[src/rtl/systolic_seq_ctrl_pkg.sv]
// Shared constants for the systolic array sequencer: default sizes,
// wait-counter geometry and the 2-bit FSM state encodings.
package systolic_seq_ctrl_pkg;

    localparam int WORDLENGTH_DEF   = 16;
    localparam int NUM_PE_DEF       = 8;
    localparam int IDX_W_DEF        = 3;
    localparam int MULT_TIMEOUT_DEF = 31;

    // Wait counter cycles during which pe_busy is ignored after a start pulse
    localparam int BLANK_CYCLES = 2;
    localparam int CNT_W        = 5;

    localparam logic [1:0] ST_IDLE      = 2'd0;
    localparam logic [1:0] ST_LAUNCH    = 2'd1;
    localparam logic [1:0] ST_WAIT_DONE = 2'd2;
    localparam logic [1:0] ST_CAPTURE   = 2'd3;

endpackage

[src/rtl/systolic_seq_ctrl_if.sv]
// Handshake and PE-array bus of the systolic sequencer.
// master: sample source / PE array side, slave: the controller.
interface systolic_seq_ctrl_if #(
    parameter int WORDLENGTH = 16,
    parameter int NUM_PE     = 8,
    parameter int IDX_W      = 3
);
    logic                  in_valid;
    logic [WORDLENGTH-1:0] in_word;
    logic                  in_ready;
    logic [NUM_PE-1:0]     pe_busy;
    logic [WORDLENGTH-1:0] pe_word;
    logic                  mult_start;
    logic [IDX_W-1:0]      word_index;
    logic [NUM_PE-1:0]     acc_clear;
    logic                  acc_capture;
    logic [NUM_PE-1:0]     pe_out_valid;
    logic                  timeout_err;

    modport master (
        output in_valid, in_word, pe_busy,
        input  in_ready, pe_word, mult_start, word_index, acc_clear,
               acc_capture, pe_out_valid, timeout_err
    );

    modport slave (
        input  in_valid, in_word, pe_busy,
        output in_ready, pe_word, mult_start, word_index, acc_clear,
               acc_capture, pe_out_valid, timeout_err
    );
endinterface

[src/rtl/systolic_seq_ctrl.sv]
// Central sequencer for the 8-PE systolic interpolation array: accepts a
// sample, broadcasts it, fires one shared multiplier start, waits for all
// PE multipliers and strobes the accumulator capture.
module systolic_seq_ctrl
    import systolic_seq_ctrl_pkg::*;
#(
    parameter int WORDLENGTH   = WORDLENGTH_DEF,
    parameter int NUM_PE       = NUM_PE_DEF,
    parameter int IDX_W        = IDX_W_DEF,
    parameter int MULT_TIMEOUT = MULT_TIMEOUT_DEF
) (
    input logic              clk30x,
    input logic              reset,
    systolic_seq_ctrl_if.slave bus
);

    // PE p takes its first term while word_index == p
    function automatic logic [NUM_PE-1:0] first_term_dec(input logic [IDX_W-1:0] idx);
        logic [NUM_PE-1:0] v;
        v      = '0;
        v[idx] = 1'b1;
        return v;
    endfunction

    // PE p completes its sum when word_index == (p + NUM_PE - 1) mod NUM_PE
    function automatic logic [NUM_PE-1:0] last_term_dec(input logic [IDX_W-1:0] idx);
        logic [NUM_PE-1:0] v;
        logic [IDX_W-1:0]  nxt;
        nxt    = idx + 1'b1;
        v      = '0;
        v[nxt] = 1'b1;
        return v;
    endfunction

    logic [1:0]            state_q, state_d;
    logic [WORDLENGTH-1:0] pe_word_q, pe_word_d;
    logic [IDX_W-1:0]      word_index_q, word_index_d;
    logic [CNT_W-1:0]      cnt_q, cnt_d;
    logic                  timeout_err_q, timeout_err_d;
    logic                  in_ready_q, in_ready_d;

    // Next-state, sample capture, wait counter and index advance
    always_comb begin
        state_d       = state_q;
        pe_word_d     = pe_word_q;
        word_index_d  = word_index_q;
        cnt_d         = cnt_q;
        timeout_err_d = timeout_err_q;
        case (state_q)
            ST_IDLE: begin
                if (in_ready_q && bus.in_valid) begin
                    pe_word_d = bus.in_word;
                    state_d   = ST_LAUNCH;
                end
            end
            ST_LAUNCH: begin
                cnt_d   = '0;
                state_d = ST_WAIT_DONE;
            end
            ST_WAIT_DONE: begin
                // Done wins over a simultaneous timeout
                if (cnt_q >= CNT_W'(BLANK_CYCLES) && bus.pe_busy == '0) begin
                    state_d = ST_CAPTURE;
                end else if (cnt_q == CNT_W'(MULT_TIMEOUT)) begin
                    timeout_err_d = 1'b1;
                    state_d       = ST_CAPTURE;
                end else begin
                    cnt_d = cnt_q + 1'b1;
                end
            end
            ST_CAPTURE: begin
                word_index_d = word_index_q + 1'b1;
                state_d      = ST_IDLE;
            end
            default: state_d = ST_IDLE;
        endcase
        // Registered from the next state so in_ready stays low through reset
        // and rises one cycle after it is released
        in_ready_d = (state_d == ST_IDLE);
    end

    // State registers with synchronous active-high reset
    always_ff @(posedge clk30x) begin
        if (reset) begin
            state_q       <= ST_IDLE;
            pe_word_q     <= '0;
            word_index_q  <= '0;
            cnt_q         <= '0;
            timeout_err_q <= 1'b0;
            in_ready_q    <= 1'b0;
        end else begin
            state_q       <= state_d;
            pe_word_q     <= pe_word_d;
            word_index_q  <= word_index_d;
            cnt_q         <= cnt_d;
            timeout_err_q <= timeout_err_d;
            in_ready_q    <= in_ready_d;
        end
    end

    // Outputs decoded from registered state only
    always_comb begin
        bus.in_ready     = in_ready_q;
        bus.pe_word      = pe_word_q;
        bus.word_index   = word_index_q;
        bus.mult_start   = (state_q == ST_LAUNCH);
        bus.acc_capture  = (state_q == ST_CAPTURE);
        bus.acc_clear    = first_term_dec(word_index_q);
        bus.pe_out_valid = (state_q == ST_CAPTURE) ? last_term_dec(word_index_q) : '0;
        bus.timeout_err  = timeout_err_q;
    end

endmodule
[src/flat_wrapper.sv]
// flat-port wrapper written by rule: the top's interface ports become plain ports
module systolic_seq_ctrl_flat import systolic_seq_ctrl_pkg::*;
#(
    parameter int WORDLENGTH   = WORDLENGTH_DEF,
    parameter int NUM_PE       = NUM_PE_DEF,
    parameter int IDX_W        = IDX_W_DEF,
    parameter int MULT_TIMEOUT = MULT_TIMEOUT_DEF
)
  (clk30x, reset, bus_in_valid, bus_in_word, bus_pe_busy, bus_in_ready, bus_pe_word, bus_mult_start, bus_word_index, bus_acc_clear, bus_acc_capture, bus_pe_out_valid, bus_timeout_err);
  systolic_seq_ctrl_if #(.WORDLENGTH(WORDLENGTH), .NUM_PE(NUM_PE), .IDX_W(IDX_W)) bus_i ();
  input logic clk30x;
  input logic reset;
  input wire logic [$bits(bus_i.in_valid)-1:0] bus_in_valid;
  input wire logic [$bits(bus_i.in_word)-1:0] bus_in_word;
  input wire logic [$bits(bus_i.pe_busy)-1:0] bus_pe_busy;
  output wire logic [$bits(bus_i.in_ready)-1:0] bus_in_ready;
  output wire logic [$bits(bus_i.pe_word)-1:0] bus_pe_word;
  output wire logic [$bits(bus_i.mult_start)-1:0] bus_mult_start;
  output wire logic [$bits(bus_i.word_index)-1:0] bus_word_index;
  output wire logic [$bits(bus_i.acc_clear)-1:0] bus_acc_clear;
  output wire logic [$bits(bus_i.acc_capture)-1:0] bus_acc_capture;
  output wire logic [$bits(bus_i.pe_out_valid)-1:0] bus_pe_out_valid;
  output wire logic [$bits(bus_i.timeout_err)-1:0] bus_timeout_err;
  assign bus_i.in_valid = bus_in_valid;
  assign bus_i.in_word = bus_in_word;
  assign bus_i.pe_busy = bus_pe_busy;
  assign bus_in_ready = bus_i.in_ready;
  assign bus_pe_word = bus_i.pe_word;
  assign bus_mult_start = bus_i.mult_start;
  assign bus_word_index = bus_i.word_index;
  assign bus_acc_clear = bus_i.acc_clear;
  assign bus_acc_capture = bus_i.acc_capture;
  assign bus_pe_out_valid = bus_i.pe_out_valid;
  assign bus_timeout_err = bus_i.timeout_err;
  systolic_seq_ctrl #(.WORDLENGTH(WORDLENGTH), .NUM_PE(NUM_PE), .IDX_W(IDX_W), .MULT_TIMEOUT(MULT_TIMEOUT)) u_core (.clk30x(clk30x), .reset(reset), .bus(bus_i));
endmodule
[config.mk]
export PLATFORM = sky130hd
export DESIGN_NAME = systolic_seq_ctrl_flat
export DESIGN_NICKNAME = d
export VERILOG_FILES = /design/src/rtl/systolic_seq_ctrl_pkg.sv /design/src/rtl/systolic_seq_ctrl_if.sv /design/src/rtl/systolic_seq_ctrl.sv /design/src/flat_wrapper.sv
export SDC_FILE = /design/constraint.sdc
export NUM_CORES = 1
export LEC_CHECK = 0
export CAP_MARGIN = 20
export CORE_UTILIZATION = 26
export DETAILED_ROUTE_END_ITERATION = 6
export GPL_ROUTABILITY_DRIVEN = 0
export HOLD_SLACK_MARGIN = 0.08
export PLACE_DENSITY_LB_ADDON = 0.12
export SYNTH_ARGS = -nofsm -noshare
export SYNTH_HDL_FRONTEND = slang
export SYNTH_SLANG_ARGS = --single-unit
[constraint.sdc]
create_clock -name clk30x -period 2.7 [get_ports clk30x]
set_input_delay 0.405 -clock clk30x [delete_from_list [all_inputs] [get_ports clk30x]]
set_output_delay 0.405 -clock clk30x [all_outputs]
set_load 0.02 [all_outputs]
Word level (Yosys, flattened, before mapping):

Cells that the tools add are included.

* bits in registers: 28
* bits of input ports: 27
* output and inout port bits: 39
* logic and storage cells: 43

* add/sub/neg operators: 2
* order comparisons: 5
* equal/unequal tests: 6
* mux-type cells: 12
* bitwise operators: 1
* reduce and logical (&&, ||, !) cells: 11

Operators with widths (count)
* 2-to-1 mux 5 bit: 2
* case mux 5 bit (2 select lines): 1
* logical NOT 8 bit: 1
* less-than comparator 3 x 4 -> 1 bit (second input constant): 2
* 2-to-1 mux 8 bit: 1
* case mux 2 bit (4 select lines): 1
* demux 1 bit (select 3 bit): 2
* >= comparator 3 x 1 -> 1 bit (second input constant): 2
* 2-to-1 mux 2 bit: 3
* AND reduction 3 bit: 2
* adder 5 x 1 -> 5 bit (second input constant): 1
* == test 5 bit (second input constant): 1
* >= comparator 5 x 2 -> 1 bit (second input constant): 1
* == test 2 bit (second input constant): 2
* logical AND 1 bit: 4
* logical NOT 2 bit: 2
* != test 2 bit (second input constant): 2
* adder 3 x 1 -> 3 bit (second input constant): 1
* == test 2 x 1 -> 1 bit (second input constant): 1
* 2-to-1 mux 1 bit: 2
* AND reduction 2 bit: 1
* nonzero test 2 bit: 1
* inverter 1 bit: 1

Logic depth before layout (Yosys ltp):

Gate-level depths: netlist (run 1).

* depth after elaboration: 6
* gate-level depth with buffers: 7
* depth with buffers taken out: 7

Worst setup path before layout (run 1):

No wires, ideal clock.

* path kind: flip-flop to flip-flop
* from: register u_core.cnt_q[0]
* to: register u_core.cnt_q[1]
* setup time: 0.088 ns
* data arrival time: 1.798 ns
* required time: 2.612 ns
* setup slack: 0.814 ns
* cell stages (with the launch flop): 7
* buffers on the path: 0
* clock period less this slack: 1.886 ns
* cells stage by stage: dfxtp_1 -> inv_1 -> ha_1 -> or4_4 -> o211a_4 -> or3_4 -> o32ai_2

* word-level cells in the longest chain between the ends: 4
* elaborated cells between the ends (all ways): 10
* classes of those cells: 1 x add/sub; 1 x order compare; 3 x eq/ne; 3 x mux; 2 x reduce/logical

RTL lines
* start: declaration: line systolic_seq_ctrl.sv:38 `logic [CNT_W-1:0] cnt_q, cnt_d;`
* start signal: assignment: line systolic_seq_ctrl.sv:95 `cnt_q <= cnt_d;`
* adder 5 x 1 -> 5 bit or >= comparator 5 x 2 -> 1 bit (tied branches): line systolic_seq_ctrl.sv:68, systolic_seq_ctrl.sv:62
* 2-to-1 mux 5 bit or logical AND 1 bit (tied branches): line systolic_seq_ctrl.sv:64, systolic_seq_ctrl.sv:62
* 2-to-1 mux 5 bit or != test 2 bit (tied branches)
* case mux 5 bit (2 select lines) or AND reduction 3 bit (tied branches)

Several ways; a longest one is shown, not always the timed one. The select of a mux whose other input is x is not followed.
A chain may end at the register's enable or synchronous reset.

Final worst setup path (run 1):

* from: register u_core.word_index_q[1] (netlist: u_core.bus.word_index[1])
* to: output port bus_pe_out_valid[7]

* word-level cells in the longest chain between the ends: 6
* elaborated cells between the ends (all ways): 7
* classes of those cells: 1 x add/sub; 2 x order compare; 3 x mux; 1 x reduce/logical

RTL lines
* start: declaration: line systolic_seq_ctrl.sv:37 `logic [IDX_W-1:0] word_index_q, word_index_d;`
* start signal: assignment: line systolic_seq_ctrl.sv:94 `word_index_q <= word_index_d;`
* adder 3 x 1 -> 3 bit (*): line systolic_seq_ctrl.sv:29 `nxt = idx + 1'b1;`
* less-than comparator 3 x 4 -> 1 bit (implied by the code) or >= comparator 3 x 1 -> 1 bit (tied branches): line systolic_seq_ctrl.sv:31 `v[nxt] = 1'b1;`
* logical AND 1 bit (implied by the code): line systolic_seq_ctrl.sv:31
* 2-to-1 mux 1 bit (implied by the code): line systolic_seq_ctrl.sv:31
* demux 1 bit (select 3 bit) (*)
* 2-to-1 mux 8 bit (*): line systolic_seq_ctrl.sv:109 `bus.pe_out_valid = (state_q == ST_CAPTURE) ? last_term_dec(word_index_q) : '0;`
* end: declaration: line flat_wrapper.sv:22 `output wire logic [$bits(bus_i.pe_out_valid)-1:0] bus_pe_out_valid;`

Mark *: on every way between the ends. The rest lies on a longest branch, timed or not.

==> impl_metrics.toml, run 1 <==
[run_status]
status = "complete, no violations"

[die]
rows = 26
die-area_um2 = 5550
start_util_pct = 26.9
coreArea_um2 = 5070
boundaryPins = 66
die_height_um = 74.5
die_w_um = 74.5

[yosys]
yosysUniqueCellTypes = 33
syn-num-nets = 205
synth-seq-area-share_pct = 41.0
synthCells = 169
yosys_warnings = 0
syn_area_per_cell_um2 = 8.09
ys_ff_latch = 28
post-synth-top-area-cell = "dfxtp_1"
syn_area_um2 = 1370
synth_top_area_share_pct = 41.0
synth.top_cells.by_area = "dfxtp_1 41%, nand2_1 11%, ha_1 8.2%, a21oi_1 7.3%, nand2b_1 3.2%"

[timing]
whs_ps = 456
tightest_slew_ps = 663
fmax_mhz = 398
post-route-min-period_ps = 2510
fin_skew_ps = 5.82
fin_ws_ps = 187
rsz0062_at_grt = "no"
hold_violations = 0
slew_headroom_pct = 55.7
slew_viol_final = 0
fin_setup_tns_ps = 0
final-setup-viol-count = 0
fin_crit_sh_pct = 93.1

[routing]
ant_nets = 0
wirelength_um = 3270
drt_pass1_iterations = 4
drt-wirelength-per-cell_um = 10.9
drt_iter0_markers = 48
vias = 1324
routed_via_density = 4.41
drc = 0

[run]
maxCapViolCount = 0

[worst_hold_path]
hp-class = "flip-flop to flip-flop"

[clocking]
postCtsHoldBufs = 0
htreeDepth = 1
cts_tree = "done"
root_buffer = "clkbuf_8"
cts_inserted_buffers = 3
cts_resized = 0
cts_max_path_buffers = 2
clock-sinks = 28
cts_setup_buffers = 0
clkLatencyLatePin_ps = 270
clkSlewWorstSetupHoldPaths_ps = 80

[layout]
fill_cells = 541
final_nets = 268
area_delta_synth_final_pct = 55.7
fin_util_pct = 42.0
drive_gt1_share_pct = 5.22
layout_commonest_cell = "clkdlybuf4s50_1"
most-common-layout-cells = "65 x clkdlybuf4s50_1, 40 x nand2_1, 27 x dfxtp_1, 20 x a21oi_1, 11 x nor2_1"
multi_input_area_um2 = 758
diodes = 0
regArea_um2 = 562

[placement]
io_buffer_count = 65
dp_hpwl_um = 2440
pre_cts_slack_ps = 439

[power_and_ir_drop]
peakVddDrop_mv = 0.288
powerDensity_nw_per_um2 = 577
p_total_mw = 1.23
leakagePower_nw = 0.772

[setup_path]
worstPathMaxFanout = 11
start_kind = "flip-flop"
worstSetupEndpointType = "primary output"
crit_required_ps = 2300
worstSetupPathType = "flip-flop to primary output"
cp.arrival_ps = 2110

[global_route]
busiest_layer = "met2"
grtUsageMet2_pct = 19.7
grt_pass1_vias = 1149
grt_usage_pct = 12.1
groute.layer.met1.usage_pct = 15.8
antenna_found_initial = 0
met3_usage_pct = 3.12
globalRoute.totalOverflow = 0
grt_pass1_wl_um = 5160
grt_max_degree = 17
[final timing paths]
check	start	end	slack (ps)	cells after the start
setup / recovery	u_core.bus.word_index[1]	bus_pe_out_valid[7]	190	5
hold / removal	u_core.bus.pe_word[5]	u_core.bus.pe_word[5]	460	2
setup reg to reg	u_core.cnt_q[0]	u_core.cnt_q[1]	650	6
hold reg to reg	u_core.bus.pe_word[5]	u_core.bus.pe_word[5]	460	2
[worst max-delay path, stage by stage (launching register included)]
cell and delay, ps:
dfxtp_1 510, ha_1 280, xor2_1 240, nand2_1 100, nor2_1 110, clkdlybuf4s50_1 600
[Yosys cell counts]
| cell | number |
|---|---|
| o21ai_0 | 1 |
| o41ai_1 | 1 |
| o22ai_1 | 1 |
| and3_2 | 1 |
| nor3b_1 | 4 |
| and3b_1 | 2 |
| mux2i_1 | 1 |
| and3_1 | 2 |
| nor2_1 | 11 |
| a21oi_1 | 20 |
| o32ai_1 | 1 |
| nand2_1 | 40 |
| buf_1 | 1 |
| nor2b_1 | 2 |
| nor4_1 | 3 |
| o211a_4 | 1 |
| or3_4 | 1 |
| or2b_1 | 1 |
| or2_2 | 1 |
| a31oi_1 | 2 |
| nand3_1 | 3 |
| clkbuf_1 | 8 |
| o311ai_0 | 1 |
| xnor2_1 | 1 |
| inv_1 | 4 |
| nand2b_1 | 7 |
| nor3_1 | 5 |
| xor2_1 | 2 |
| o211ai_1 | 2 |
| or4_4 | 1 |
| dfxtp_1 | 28 |
| ha_1 | 9 |
| o32ai_2 | 1 |
[stage by stage]
| step | instances | area (um2) |
|---|---|---|
| 6_report | 300 | 2130 |
| 5_1_grt | 300 | 2130 |
| 4_1_cts | 300 | 2130 |
| 3_5_place_dp | 297 | 2090 |
| 3_3_place_gp | 297 | 2090 |
| 2_1_floorplan | 169 | 1370 |
[final cells by class]
class / count / area share (%)
Multi-Input combinational cell: 128 / 35.6
Timing Repair Buffer: 67 / 31.3
Clock buffer: 3 / 1.94
Inverter: 4 / 0.705
Tap cell: 70 / 4.11
Sequential cell: 28 / 26.4
[registers in the layout, summed over array words and instances, names as in the netlist]
name                    flops
u_core.cnt_q                5
u_core.bus.timeout_err      1
u_core.bus.in_ready         1
u_core.bus.pe_word         16
u_core.state_q              2
u_core.bus.word_index       3
[layer usage]
metal  vias up  wire length, um
li1        698                -
met5         -                0
met1       591             1590
met2        33             1480
met4         0               22
met3         2              176
[power breakdown]
| part | leakage, nW | switching (mW) | total, mW | internal (mW) |
|---|---|---|---|---|
| sequential | 0.228 | 0.0392 | 0.507 | 0.468 |
| combinational | 0.523 | 0.274 | 0.500 | 0.226 |
| clock | 0.0216 | 0.120 | 0.220 | 0.100 |
| total | 0.772 | 0.434 | 1.23 | 0.794 |
[logic make-up (layout without fill, tap and decap cells)]
family                     after synthesis  after routing  share of synthesized area (%)
and+or+nand+nor                         84             84                           30.0
AOI/OAI and AO/OA                       31             31                           14.5
DFF                                     28             28                           41.0
buffers and inverters                   13             74                           3.57
adders and majority gates                9              9                           8.23
xor gates and xnor gates                 3              3                           1.92
muxes                                    1              1                          0.732
Power figures use the tool's default switching activity.
==> run 2, diff against run 1 <==
--- a/config.mk
+++ b/config.mk
@@ -6,6 +6,7 @@
 export NUM_CORES = 1
 export LEC_CHECK = 0
 export CAP_MARGIN = 20
+export CORE_ASPECT_RATIO = 0.5
 export CORE_UTILIZATION = 26
 export DETAILED_ROUTE_END_ITERATION = 6
 export GPL_ROUTABILITY_DRIVEN = 0
==> impl_metrics.toml, run 2 (synthesis results as in run 1) <==
[timing]
whs_ps = 458
fin_setup_tns_ps = 0
slew_headroom_pct = 54.7
fmax_mhz = 411
fin_ws_ps = 267
slew_viol_final = 0
fin_skew_ps = 5.85
tightest_slew_ps = 678
rsz0062_at_grt = "no"
fin_crit_sh_pct = 90.1
hold_violations = 0
final-setup-viol-count = 0
post-route-min-period_ps = 2430

[setup_path]
worstSetupPathType = "flip-flop to primary output"
crit_required_ps = 2300
start_kind = "flip-flop"
reg2reg_slack_ps = 680
worstSetupEndpointType = "primary output"
path_cells = "ha_1 -> xor2_1 -> nand2_1 -> nor2_1 -> clkdlybuf4s50_1"
crit_buf_inv = 1
cp.depth = 5
reg2regPathDepth = 6
worstPathMaxFanout = 13
cp-endpoint = "bus_pe_out_valid[7]"
startpoint = "u_core.bus.word_index[0]"
r2r-end = "u_core.cnt_q[1]"
reg2reg_from = "u_core.cnt_q[0]"
slowest_stage = "clkdlybuf4s50_1"
max_stage_delay_ps = 610
cp_top_family = "buffers and inverters"
cp.arrival_ps = 2030

[routing]
drt_pass1_iterations = 4
vias = 1349
ant_nets = 0
routed_via_density = 4.50
drt-wirelength-per-cell_um = 11.1
drt_iter0_markers = 30
wirelength_um = 3320
drc = 0

[worst_hold_path]
hp-class = "flip-flop to flip-flop"
min_path_cells = 2

[clocking]
root_buffer = "clkbuf_8"
cts_setup_buffers = 0
clkLatencyLatePin_ps = 270
htreeDepth = 1
clock-sinks = 28
cts_inserted_buffers = 3
cts_tree = "done"
clkSlewWorstSetupHoldPaths_ps = 90
cts_max_path_buffers = 2

[global_route]
grt_pass1_wl_um = 5290
busiest_layer = "met2"
grt_max_degree = 20
antenna_found_initial = 0
globalRoute.totalOverflow = 0
groute.layer.met1.usage_pct = 15.4
grt_pass1_vias = 1145
grtUsageMet2_pct = 20.8
grt_usage_pct = 12.0
met3_usage_pct = 3.69

[placement]
pre_cts_slack_ps = 441
dp_hpwl_um = 2550
io_buffer_count = 65
placed_cells = 296

[die]
rows = 18
die_w_um = 105
boundaryPins = 66
die-area_um2 = 5570
start_util_pct = 27.4
die_height_um = 53.3
coreArea_um2 = 5000

[layout]
most-common-layout-cells = "65 x clkdlybuf4s50_1, 40 x nand2_1, 26 x dfxtp_1, 20 x a21oi_1, 11 x nor2_1"
diodes = 0
largest_reg_flops = 16
area_delta_synth_final_pct = 56.3
drive_gt1_share_pct = 5.65
stdcell_count = 300
layout_commonest_cell = "clkdlybuf4s50_1"
final_nets = 267

[power_and_ir_drop]
leakagePower_nw = 0.775
peakVddDrop_mv = 0.250
powerDensity_nw_per_um2 = 585

[run]
maxCapViolCount = 0

[run_status]
status = "complete, no violations"
==> run 2: cell count changes in the layout (fill, tap and decap cells not counted), sizes merged <==
cell and change:
clkbuf +1, buf -1
==> run 2: area by class of cell <==
type | count | area [um2]
Clock buffer | 4 | 55.1
Sequential cell | 28 | 563
Tap cell | 70 | 87.6
Multi-Input combinational cell | 128 | 758
Inverter | 4 | 15.0
Timing Repair Buffer | 66 | 658
Fill cell | 526 | 2860
==> run 2: worst min-delay path by stage <==
stage,startpoint,end,slack (ps)
3_3_place_gp,u_core.bus.pe_word[11],u_core.bus.pe_word[11],440
6_report,u_core.bus.pe_word[6],u_core.bus.pe_word[6],460
4_1_cts,u_core.bus.pe_word[4],u_core.bus.pe_word[4],460
5_1_grt,u_core.bus.pe_word[8],u_core.bus.pe_word[8],480
2_1_floorplan,u_core.cnt_q[0],u_core.cnt_q[0],500
3_5_place_dp,u_core.bus.pe_word[4],u_core.bus.pe_word[4],450
==> run 2: power by group <==
group          internal, mW  total [mW]  switching (mW)  leakage, nW
sequential            0.468       0.509          0.0401        0.228
clock                 0.130       0.250           0.120       0.0288
combinational         0.226       0.491           0.265        0.518
total                 0.824        1.25           0.426        0.775
==> run 2: routing by layer <==
metal  up-vias  part of all wire, %
met5         -                    0
met4         0                 0.30
met2        41                   45
met1       608                   49
met3         2                  5.4
li1        698                    -
==> run 2: stage by stage <==
stage / total power, mW / instance area [um2] / utilization (%)
after floorplan: 0.821 / 1370 / -
after global placement: 1.02 / 2080 / 41.6
after detailed placement: 1.02 / 2080 / 41.6
after CTS: 1.28 / 2130 / 42.7
after global routing: 1.36 / 2140 / 42.7
final: 1.25 / 2140 / 42.7
==> run 2: what timing repair did <==
action | CTS | global route
hold buffers | 0 | 0
endpoints found under the setup margin | 0 | 2
resized for setup | 0 | 2
==> run 2: worst reg2reg max path: cells and delay by family (launching register included) <==
kind / cells / cell delay, ps
compound gates: 2 / 460
fa+ha+maj: 1 / 190
buf+inv: 1 / 60
flops: 1 / 400
simple gates: 2 / 820
==> RTL edit 1: new RTL, settings of run 1 <==
Change the package constant `WORDLENGTH_DEF` from 16 to 8.
--- a/src/rtl/systolic_seq_ctrl_pkg.sv
+++ b/src/rtl/systolic_seq_ctrl_pkg.sv
@@ -4,3 +4,3 @@
 
-    localparam int WORDLENGTH_DEF   = 16;
+    localparam int WORDLENGTH_DEF   = 8;
     localparam int NUM_PE_DEF       = 8;
Ports: changed (resized bus_in_word and bus_pe_word); port bits go from 66 to 50. No check against the original RTL was run, so the function may have changed too.
==> RTL edit 1 against run 1 <==
  * Global-route usage grew 0.70 points
  * Final area shrank 19%
  * First-iteration DRC count shrank 17%
  * Worst setup slack lost 0.056 ns
  * Clock power grew 36%
  * Sequential cell count shrank 8
  * Routed wire length shrank 18%
  * Power shrank 12%
  * Synthesized cell count shrank 27%
  * Via count shrank 21%
  * Clock skew grew 0.00093 ns
  * Synthesized area shrank 19%
  * Sequential share of layout area shrank 3.0 points
  * Critical path type unchanged
  * Largest power group is now combinational cells
  * Highest routed layer unchanged
==> RTL edit 1: results (changes against run 1) <==
Synth
  – Mux share of post-synthesis cell area: 0.0818 (+0.0745)
  – Seq/Total Area, Yosys: 0.364 (-0.0462)
  – Adder-cell share of the synthesized area: 0.102 (+0.0199)
  – Post-synthesis compound-gate area fraction: 0.101 (-0.0443)
  – Commonest cells post-synth: dfxtp_1, nor2_1, ha_1, mux2i_1, nand2_1

Detailed routing
  – Number of DRC markers in iteration 0: 40 (-17%)

Final layout
  – Share of layout cells above drive strength 1: 0.0751 (+0.0230)
  – Number of fill cells: 407 (-25%)
  – Final #Nets: 202 (-25%)
  – Area of the multi-input gates: 667 sq um (-12%)
  – Multi-input gates: 95 (-26%)
  – Finished Layout Cells: 223 (-26%)
  – Final core occ: 0.426 (+0.00615)
  – Clock buf/inv share: 0.0416 (+0.0222)

Global route
  – Largest net degree at the start of global routing: 15 (-2)
  – First-pass GRT wire length: 4.30 mm (-17%)
  – M2 GR Usage: 0.230 (+0.0328)

Pwr
  – Sw Ratio: 0.323 (-0.0301)
  – Maximum VDD drop: 0.000263 V (-8.8%)

Worst hold path
  – Min-Delay Endpoint: u_core.bus.timeout_err$_SDFFE_PP0P_

Placement
  – I/O Buffers: 49 (-25%)
  – Place WS: 0.416 ns (-0.0229 ns)

Die
  – Die W: 67.1 um (-10%)

Setup path
  – Crit Reg-Reg Endpoint: u_core.state_q[0]$_SDFF_PP0_
  – Biggest cell delay along the critical path: 0.63 ns (+0.03 ns)

Timing
  – Worst hold slack: 0.470 ns (+0.0143 ns)
  – Worst-margin pin slew: 0.546 ns (-0.117 ns)

Status
  – Status: completed
==> RTL edit 1: cell types whose count changed after synthesis, moves of 4 or more <==
cell,delta
nand2_1,-31
a21oi_1,-18
dfxtp_1,-8
mux2i_1,+8
nor2_1,+7
clkbuf_1,-4
==> RTL edit 1: worst max-delay path by stage <==
stage / start / endpoint / slack [ns]
CTS: u_core.bus.word_index[0]$_SDFFE_PP0P_ / bus_pe_out_valid[6] / 0.11
detailed placement: u_core.bus.word_index[0]$_SDFFE_PP0P_ / bus_pe_out_valid[6] / 0.42
global placement: u_core.bus.word_index[0]$_SDFFE_PP0P_ / bus_pe_out_valid[7] / 0.51
global route: u_core.bus.word_index[1]$_SDFFE_PP0P_ / bus_pe_out_valid[7] / 0.003
finish: u_core.bus.word_index[1]$_SDFFE_PP0P_ / bus_pe_out_valid[6] / 0.13
floorplan: u_core.cnt_q[0]$_SDFFE_PP0P_ / u_core.state_q[0]$_SDFF_PP0_ / 0.76
==> RTL edit 2: new RTL, settings of run 1 <==
Without the edit above. Take the reset off `pe_word_q` and load it in a clocked block of its own.
--- a/src/rtl/systolic_seq_ctrl.sv
+++ b/src/rtl/systolic_seq_ctrl.sv
@@ -85,3 +85,2 @@
             state_q       <= ST_IDLE;
-            pe_word_q     <= '0;
             word_index_q  <= '0;
@@ -92,3 +91,2 @@
             state_q       <= state_d;
-            pe_word_q     <= pe_word_d;
             word_index_q  <= word_index_d;
@@ -98,2 +96,6 @@
         end
+    end
+
+    always_ff @(posedge clk30x) begin
+        pe_word_q <= pe_word_d;
     end
Function: differs if reset is asserted again (counterexample within 4 cycles, from zero or initial values and one cycle with reset high); with reset held inactive, the same outputs for 10 cycles.
==> RTL edit 2 against run 1 <==
  * Sequential cell count unchanged
  * Power down 0.52%
  * Hold slack better by 0.053 ns
  * Routed wire length down 9.6%
  * Synthesized area down 5.0%
  * Final area down 2.8%
  * Utilization up 1.6 points
  * Worst setup slack better by 0.067 ns
  * Critical endpoint unchanged
==> RTL edit 2: results (changes against run 1) <==
CTS
  – Num CTS Buffers: 3 (unchanged)
  – Max Buffers Root-to-Sink: 2 (unchanged)
  – Clk slew on worst S/H paths: approximately 0.090 ns
  – CTS H-Tree Depth: 1 (unchanged)
  – Clock Tree Root: clkbuf_8

Detailed routing
  – WL final: 2.95 mm (-9.6%)
  – Vias per inst: 4.49 (+1.8%)
  – Number of DRC markers in iteration 0: 33 (-31%)

Final layout
  – Layout non-clock buf frac: 0.314 (+0.00182)
  – Clock buffers: 4 (+1)
  – Nonclk inv count: 4 (unchanged)
  – Multi-input gates: 79 (-38%)
  – Bufs w/o clock: 65 (-3.0%)
  – Clock buf/inv share: 0.0218 (+0.00238)
  – Register Area: 723 sq um (+29%)
  – Fraction of area in multi-input gates: 0.267 (-0.0894)
  – Share of layout cells above drive strength 1: 0.0611 (+0.00894)
  – Sequential cell count: 28 (unchanged)
  – Antenna Cells: 0 (unchanged)
  – Number of fill cells: 470 (-13%)
  – Final #Nets: 217 (-19%)

Global route
  – Vias in the first global route: 1092 (-5.0%)
  – First-pass GRT wire length: 4.68 mm (-9.4%)
  – GRT Total Usage: 0.112 (-0.00909)
  – Largest net degree at the start of global routing: 17 (unchanged)

Timing
  – Final Hold Fails: 0 (unchanged)
  – Relative slew slack: 0.539 (-0.0180)
  – Worst Skew: 0.00306 ns (-0.00276 ns)

Synth
  – Seq/Total Area, Yosys: 0.555 (+0.145)
  – Yosys Warn Count: 0 (unchanged)
  – Commonest cells post-synth: edfxtp_1, dfxtp_1, nor2_1
  – Syn nets: 150 (-27%)
  – Top cells by area, synth: edfxtp_1, dfxtp_1, ha_1
  – Number of synthesized flops with an enable pin: 16 (+16)
  – Post-synth ARST share: 0 (unchanged)
  – Synth cell types: 32 (-3.0%)

Placement
  – HPWL Detailed: 2.25 mm (-7.8%)
  – I/O Buffers: 65 (unchanged)
  – Area post-placement: 0.00202 sq mm (-3.1%)

Pwr
  – Maximum VDD drop: 0.000228 V (-21%)
  – Pleak: 0.744 nW (-3.6%)

Setup path
  – Worst endpoint data arrival time: 2.04 ns (-0.07 ns)
  – Critical path's top delay family: buffers and inverters
  – Worst r2r path cells: 6 (unchanged)
  – Slowest-stage cell, CP: clkdlybuf4s50_1
  – Crit-path max FO: 13 (+2)
  – Biggest cell delay along the critical path: 0.62 ns (+0.02 ns)

Worst hold path
  – Hold path cells: 2 (unchanged)
  – Hold Crit Class: register to register

Status
  – Status: completed
-- RTL edit 2: path summary, 6_finish.rpt --
kind | start | to | slack (ns)
setup reg to reg | u_core.cnt_q[0]$_SDFFE_PP0P_ | u_core.cnt_q[1]$_SDFFE_PP0P_ | 0.60
hold reg to reg | u_core.bus.timeout_err$_SDFFE_PP0P_ | u_core.bus.timeout_err$_SDFFE_PP0P_ | 0.51
setup / recovery | u_core.bus.word_index[0]$_SDFFE_PP0P_ | bus_pe_out_valid[7] | 0.25
hold / removal | u_core.bus.timeout_err$_SDFFE_PP0P_ | u_core.bus.timeout_err$_SDFFE_PP0P_ | 0.51
-- RTL edit 2: timing repair --
item | 4_1_cts | 5_1_grt
buffers inserted | 0 | 0
endpoints found under the setup margin | 0 | 2
gates resized for setup | 0 | 2
-- RTL edit 2: power by group --
part,total (mW),switching [mW],internal [mW]
combinational,0.438,0.234,0.204
clock,0.230,0.125,0.106
sequential,0.554,0.0316,0.522
total,1.22,0.390,0.831
-- RTL edit 2: kinds of logic after synthesis --
logic type,Yosys count,synth area share
AO/OA/AOI/OAI,15,0.0915
XOR/XNOR,3,0.0202
adder cells (fa/ha/maj),9,0.0867
buffers and inverters,7,0.0202
flip-flops,28,0.555
multiplexers,1,0.00771
AND/OR/NAND/NOR,51,0.219
-- RTL edit 2: through the flow --
step | instances | worst slack, ns | utilization
6_report | 247 | 0.254 | 0.435
2_1_floorplan | 114 | 0.813 | -
5_1_grt | 247 | 0.0369 | 0.435
3_3_place_gp | 243 | 0.511 | 0.425
3_5_place_dp | 243 | 0.422 | 0.425
4_1_cts | 247 | 0.114 | 0.435
-- RTL edit 2: routing by layer --
metal	vias to the layer above	routed length, um	track usage
met2	40	1400	0.201
met3	2	216	0.0249
li1	546	-	-
met4	0	6	0.0261
met5	-	0	0
met1	522	1330	0.135
